==> src/rtl/ext_io_bridge_pkg.sv <==
`default_nettype none
// ============================================================================
// Module   : ext_io_bridge_pkg
// Purpose  : Shared FSM state type and IO direction encodings for the bridge.
// Revision : 1.0 - initial release
// ============================================================================
package ext_io_bridge_pkg;

  typedef enum logic [1:0] {
    IDLE = 2'd0,
    BUS  = 2'd1,
    DONE = 2'd2
  } bridge_state_t;

  localparam logic IO_RW_READ  = 1'b1;
  localparam logic IO_RW_WRITE = 1'b0;

endpackage : ext_io_bridge_pkg
`default_nettype wire

==> src/rtl/ext_io_sync.sv <==
`default_nettype none
// ============================================================================
// Module   : ext_io_sync
// Purpose  : Two-flop synchroniser for a single asynchronous level input.
// Revision : 1.0 - initial release
// ============================================================================
module ext_io_sync (
  input  logic clk,
  input  logic rst_n,
  input  logic i_async,
  output logic o_sync
);

  logic r_meta;
  logic r_sync;

  always_ff @(posedge clk or negedge rst_n) begin
    if (!rst_n) begin
      r_meta <= 1'b0;
      r_sync <= 1'b0;
    end else begin
      r_meta <= i_async;
      r_sync <= r_meta;
    end
  end

  assign o_sync = r_sync;

endmodule : ext_io_sync
`default_nettype wire

==> src/rtl/ext_io_bridge.sv <==
`default_nettype none
// ============================================================================
// Module   : ext_io_bridge
// Purpose  : Avalon-MM slave to acknowledge-handshaked external IO bus bridge.
//            Optional acknowledge timeout enabled by EXT_IO_BRIDGE_TIMEOUT_EN.
// Revision : 1.0 - initial release
// ============================================================================
module ext_io_bridge
  import ext_io_bridge_pkg::*;
#(
  parameter int DATA_W      = 16,
  parameter int ADDR_W      = 16,
  parameter int TIMEOUT_CYC = 1024
) (
  input  logic                clk_clk,
  input  logic                reset_reset_n,
  input  logic [ADDR_W-1:0]   avs_address,
  input  logic                avs_read,
  input  logic                avs_write,
  input  logic [DATA_W-1:0]   avs_writedata,
  input  logic [DATA_W/8-1:0] avs_byteenable,
  output logic [DATA_W-1:0]   avs_readdata,
  output logic                avs_waitrequest,
  output logic [ADDR_W-1:0]   io_address,
  output logic                io_bus_enable,
  output logic [DATA_W/8-1:0] io_byte_enable,
  output logic                io_rw,
  output logic [DATA_W-1:0]   io_write_data,
  input  logic [DATA_W-1:0]   io_read_data,
  input  logic                io_acknowledge,
  input  logic                io_irq,
  output logic                irq,
  output logic                timeout_err,
  input  logic                err_clr
);

  bridge_state_t r_state;
  bridge_state_t w_next_state;

  logic [ADDR_W-1:0]   r_io_address;
  logic [DATA_W/8-1:0] r_io_byte_enable;
  logic [DATA_W-1:0]   r_io_write_data;
  logic                r_io_rw;
  logic [DATA_W-1:0]   r_readdata;

  logic w_cmd;
  logic w_expire;

  assign w_cmd = avs_read | avs_write;

`ifdef EXT_IO_BRIDGE_TIMEOUT_EN
  localparam int CNT_W = $clog2(TIMEOUT_CYC + 1);

  logic [CNT_W-1:0] r_bus_cnt;
  logic             r_timeout_err;

  // Counter holds the number of completed BUS cycles; expiry fires during the
  // TIMEOUT_CYC-th BUS cycle unless acknowledge arrives in that same cycle.
  assign w_expire = (r_state == BUS) && !io_acknowledge &&
                    (r_bus_cnt == CNT_W'(TIMEOUT_CYC - 1));

  always_ff @(posedge clk_clk or negedge reset_reset_n) begin
    if (!reset_reset_n) begin
      r_bus_cnt <= '0;
    end else if (r_state == BUS) begin
      r_bus_cnt <= r_bus_cnt + 1'b1;
    end else begin
      r_bus_cnt <= '0;
    end
  end

  always_ff @(posedge clk_clk or negedge reset_reset_n) begin
    if (!reset_reset_n) begin
      r_timeout_err <= 1'b0;
    end else if (w_expire) begin
      r_timeout_err <= 1'b1;
    end else if (err_clr) begin
      r_timeout_err <= 1'b0;
    end
  end

  assign timeout_err = r_timeout_err;
`else
  localparam logic [31:0] C_TIMEOUT_CYC = TIMEOUT_CYC;

  logic w_unused_cfg;

  assign w_expire     = 1'b0;
  assign timeout_err  = 1'b0;
  assign w_unused_cfg = err_clr ^ C_TIMEOUT_CYC[0];
`endif

  always_ff @(posedge clk_clk or negedge reset_reset_n) begin
    if (!reset_reset_n) begin
      r_state <= IDLE;
    end else begin
      r_state <= w_next_state;
    end
  end

  always_comb begin
    w_next_state = r_state;
    case (r_state)
      IDLE:    if (w_cmd) w_next_state = BUS;
      BUS:     if (io_acknowledge || w_expire) w_next_state = DONE;
      DONE:    w_next_state = IDLE;
      default: w_next_state = IDLE;
    endcase
  end

  always_comb begin
    io_bus_enable   = 1'b0;
    avs_waitrequest = 1'b1;
    case (r_state)
      BUS:     io_bus_enable   = 1'b1;
      DONE:    avs_waitrequest = 1'b0;
      default: ;
    endcase
  end

  // A read takes priority when both commands are presented together.
  always_ff @(posedge clk_clk or negedge reset_reset_n) begin
    if (!reset_reset_n) begin
      r_io_address     <= '0;
      r_io_byte_enable <= '0;
      r_io_write_data  <= '0;
      r_io_rw          <= IO_RW_READ;
      r_readdata       <= '0;
    end else begin
      if ((r_state == IDLE) && w_cmd) begin
        r_io_address     <= avs_address;
        r_io_byte_enable <= avs_byteenable;
        r_io_write_data  <= avs_writedata;
        r_io_rw          <= avs_read ? IO_RW_READ : IO_RW_WRITE;
      end
      if ((r_state == BUS) && (r_io_rw == IO_RW_READ)) begin
        if (io_acknowledge) begin
          r_readdata <= io_read_data;
        end else if (w_expire) begin
          r_readdata <= '1;
        end
      end
    end
  end

  assign io_address     = r_io_address;
  assign io_byte_enable = r_io_byte_enable;
  assign io_write_data  = r_io_write_data;
  assign io_rw          = r_io_rw;
  assign avs_readdata   = r_readdata;

  ext_io_sync u_irq_sync (
    .clk     (clk_clk),
    .rst_n   (reset_reset_n),
    .i_async (io_irq),
    .o_sync  (irq)
  );

endmodule : ext_io_bridge
`default_nettype wire

==> config.mk <==
export PLATFORM = sky130hd
export DESIGN_NAME = ext_io_bridge
export DESIGN_NICKNAME = d
export VERILOG_FILES = /design/src/rtl/ext_io_bridge_pkg.sv /design/src/rtl/ext_io_sync.sv /design/src/rtl/ext_io_bridge.sv
export SDC_FILE = /design/constraint.sdc
export NUM_CORES = 1
export LEC_CHECK = 0
export BUFFER_PORTS_ARGS = -buffer_cell sky130_fd_sc_hd__buf_2
export CAP_MARGIN = 20
export CORE_ASPECT_RATIO = 0.75
export CORE_MARGIN = 3
export CORE_UTILIZATION = 30
export CTS_CLUSTER_DIAMETER = 40
export DETAILED_ROUTE_END_ITERATION = 8
export GPL_TIMING_DRIVEN = 0
export MAX_ROUTING_LAYER = met4
export PLACE_DENSITY = 0.57
export SLEW_MARGIN = 20
export SYNTH_ARGS = -nofsm -noshare
export SYNTH_HDL_FRONTEND = slang
export SYNTH_HIERARCHICAL = 1
export SYNTH_SLANG_ARGS = --single-unit
export TNS_END_PERCENT = 1
==> constraint.sdc <==
create_clock -name clk_clk -period 1.55 [get_ports clk_clk]
set_input_delay 0.0775 -clock clk_clk [delete_from_list [all_inputs] [get_ports clk_clk]]
set_output_delay 0.0775 -clock clk_clk [all_outputs]
set_load 0.02 [all_outputs]
==> flow_summary.ini <==
[synthesis]
yosys_register_bits = 55
synth_largest_area_cell = dfrtp_1
syn-instance-count = 122
synth_cell_type_count = 18
synth_commonest_cells = dfrtp_1 (54), mux2_4 (40), mux2_2 (10)
ys_async_sr_fraction = 1.00
synth_warnings = 6
yosysMostFrequentCell = dfrtp_1
synth-seq-area-share = 0.615
synth_enable_flop_cells = 0
synth_area_per_cell_sq_um = 18.4
ys_top_cells_by_area = dfrtp_1 (60%), mux2_4 (27%), mux2_2 (5.0%)
syn_nets = 179
netlist.area_leader.share = 0.603
synthFlopType = dfrtp_1
synth_area_sq_mm = 0.00224

[critical_path]
cp_cell_sequence = nor2_2, o21a_1, buf_6, buf_8, mux2_4
max_stage_delay_ns = 0.42
critical_path.top_delay_family = flip-flops
endpoint_kind = register
required_ns = 1.75
arrival_ns = 1.68
worstSetupPathType = reg2reg
critPathBufInv = 2
crit_fanout = 10
slowest_stage = dfrtp_1
cp-start-kind = register

[cells_and_area]
final_nets = 349
finish.utilization = 0.510
antenna_cells = 0
fillerInstances = 611
seq_area_sq_mm = 0.00138
multi_input_comb_area_sq_um = 795
area_growth_pct = 60.0
drive_gt1_frac = 0.611

[placement]
place.gp.congestion = 0.676
io_buffers = 109
place.detailed.hpwl_mm = 3.33

[sta]
fmax_mhz = 676
rsz0062_at_grt = no
setup_tns_ns = 0
clock_skew_ns = 0.00596
hold_ws_ns = 0.0212
slew_headroom = 0.544
setup_viol = 0
worst_pin_slew_ns = 0.684
finalHoldViolCount = 0
fin_crit_ns = 1.48
maxSlewViolCount = 0
finalCritPeriodShare = 0.954

[routing]
wl_per_cell_um = 13.8
antenna_left = 0
drt-total-wl_mm = 5.39
drtIter0Drc = 44
vias_per_cell = 4.17
drcViolationCount = 0
vias = 1630
firstDrtPassIters = 4

[power_and_ir_drop]
p_total_mw = 6.77
power.density_mw_per_mm2 = 1890
ir_drop_mv = 1.26
leakage_nw = 1.79

[min_path]
hold_path.class = in2reg

[grt]
global_route.usage.met3 = 0.0342
met2_usage = 0.200
grt-ovfl-total = 0
grt_pass1_wl_mm = 8.77
track_usage = 0.133
grt_max_degree = 56
gr-usage-met1 = 0.184
antenna_found_initial = 0
grt.busiest_layer = met2
first_global_vias = 1715

[run_status]
status = finished clean

[floorplanning]
die_x_um = 106
rows = 26
fp.dieArea_sq_mm = 0.00855
start_util = 0.319
fp.coreArea_sq_mm = 0.00703
fp.dieH_um = 80.9
pin_count = 112

[cts]
ctsLongestPathBuffers = 2
numClockSinks = 55
clk-insertion-delay-late_ns = 0.30
clockRootBuffer = clkbuf_8
cts_tree = yes
cts_buffers = 5
clk_pin_slew_ns = 0.10
htreeDepth = 2

[job]
drv_cap = 0
## per-stage QoR
step,area (sq um),instances,worst slack [ns]
after floorplan,2240,122,0.139
after global placement,2910,329,0.0204
after detailed placement,2910,329,-0.00310
after CTS,3540,387,0.00805
after global routing,3580,391,0.00841
final,3580,391,0.0714
## kinds of logic after synthesis
family / after synthesis / synth area share
AO/OA/AOI/OAI: 3 / 0.0106
flip-flops: 55 / 0.615
other: 1 / 0.00167
multiplexers: 50 / 0.318
AND/OR/NAND/NOR: 7 / 0.0229
buffers and inverters: 6 / 0.0318
## sequential cells by signal (all words and copies together) (netlist names)
| register | cells |
|---|---|
| u_irq_sync/r_meta | 1 |
| u_irq_sync/o_sync | 1 |
| io_write_data | 16 |
| avs_readdata | 16 |
| r_state | 2 |
| io_rw | 1 |
| io_address | 16 |
| io_byte_enable | 2 |
## layout by cell type, fill, tap and decap left out, drive strengths merged
cell	n
buf	117
dfrtp	54
dlygate4sd3	52
mux2	50
clkbuf	6
nand2b	1
and2b	1
nor2	1
o21a	1
nand3	1
and2	1
nand2	1
a22o	1
nor3	1
a211oi	1
conb	1
inv	1
bufinv	1
dfstp	1
## worst reg2reg max path, delay by kind of cell, from the launching register on
kind	cells	cell delay [ns]
flops	1	0.42
buf+inv	2	0.33
mux	1	0.31
simple gates	1	0.16
compound gates	1	0.15
## power breakdown
part / switching, mW / internal, mW
logic: 1.62 / 1.63
clock network: 0.480 / 0.532
registers: 0.382 / 2.13
## layout make-up
| class | instances | area share |
|---|---|---|
| Clock buffer | 6 | 0.0230 |
| Timing Repair Buffer | 163 | 0.302 |
| Clock inverter | 2 | 0.0108 |
| Buffer | 6 | 0.0237 |
| Tap cell | 98 | 0.0342 |
| Multi-Input combinational cell | 61 | 0.222 |
| Sequential cell | 55 | 0.384 |
## path summary, 6_finish.rpt
| kind | start | to | slack, ns | cells after the start |
|---|---|---|---|---|
| max in group asynchronous | reset_reset_n | avs_readdata[15]$_DFFE_PN0P_ | 0.75 | 2 |
| worst min-delay path | io_read_data[15] | avs_readdata[15]$_DFFE_PN0P_ | 0.02 | 2 |
| worst max register to register | r_state[0]$_DFFE_PN0P_ | io_address[0]$_DFFE_PN0P_ | 0.07 | 5 |
| min in group asynchronous | reset_reset_n | io_write_data[6]$_DFFE_PN0P_ | 0.33 | 2 |
| worst max-delay path | r_state[0]$_DFFE_PN0P_ | io_address[0]$_DFFE_PN0P_ | 0.07 | 5 |
| worst min register to register | u_irq_sync/r_meta$_DFF_PN0_ | u_irq_sync/o_sync$_DFF_PN0_ | 0.36 | 0 |
## repair_timing
| item | in CTS | in global routing |
|---|---|---|
| hold endpoints to repair | 103 | 2 |
| gates resized for setup | 1 | 3 |
| setup endpoints to repair | 30 | 30 |
| buffers inserted | 0 | 2 |
| hold buffers | 50 | 2 |
## routing by layer
metal / vias to the layer above / wire (um)
met5: - / 0
met4: 0 / 19
met3: 3 / 401
met2: 77 / 2410
met1: 792 / 2570
li1: 758 / -
Power figures use the tool's default switching activity.
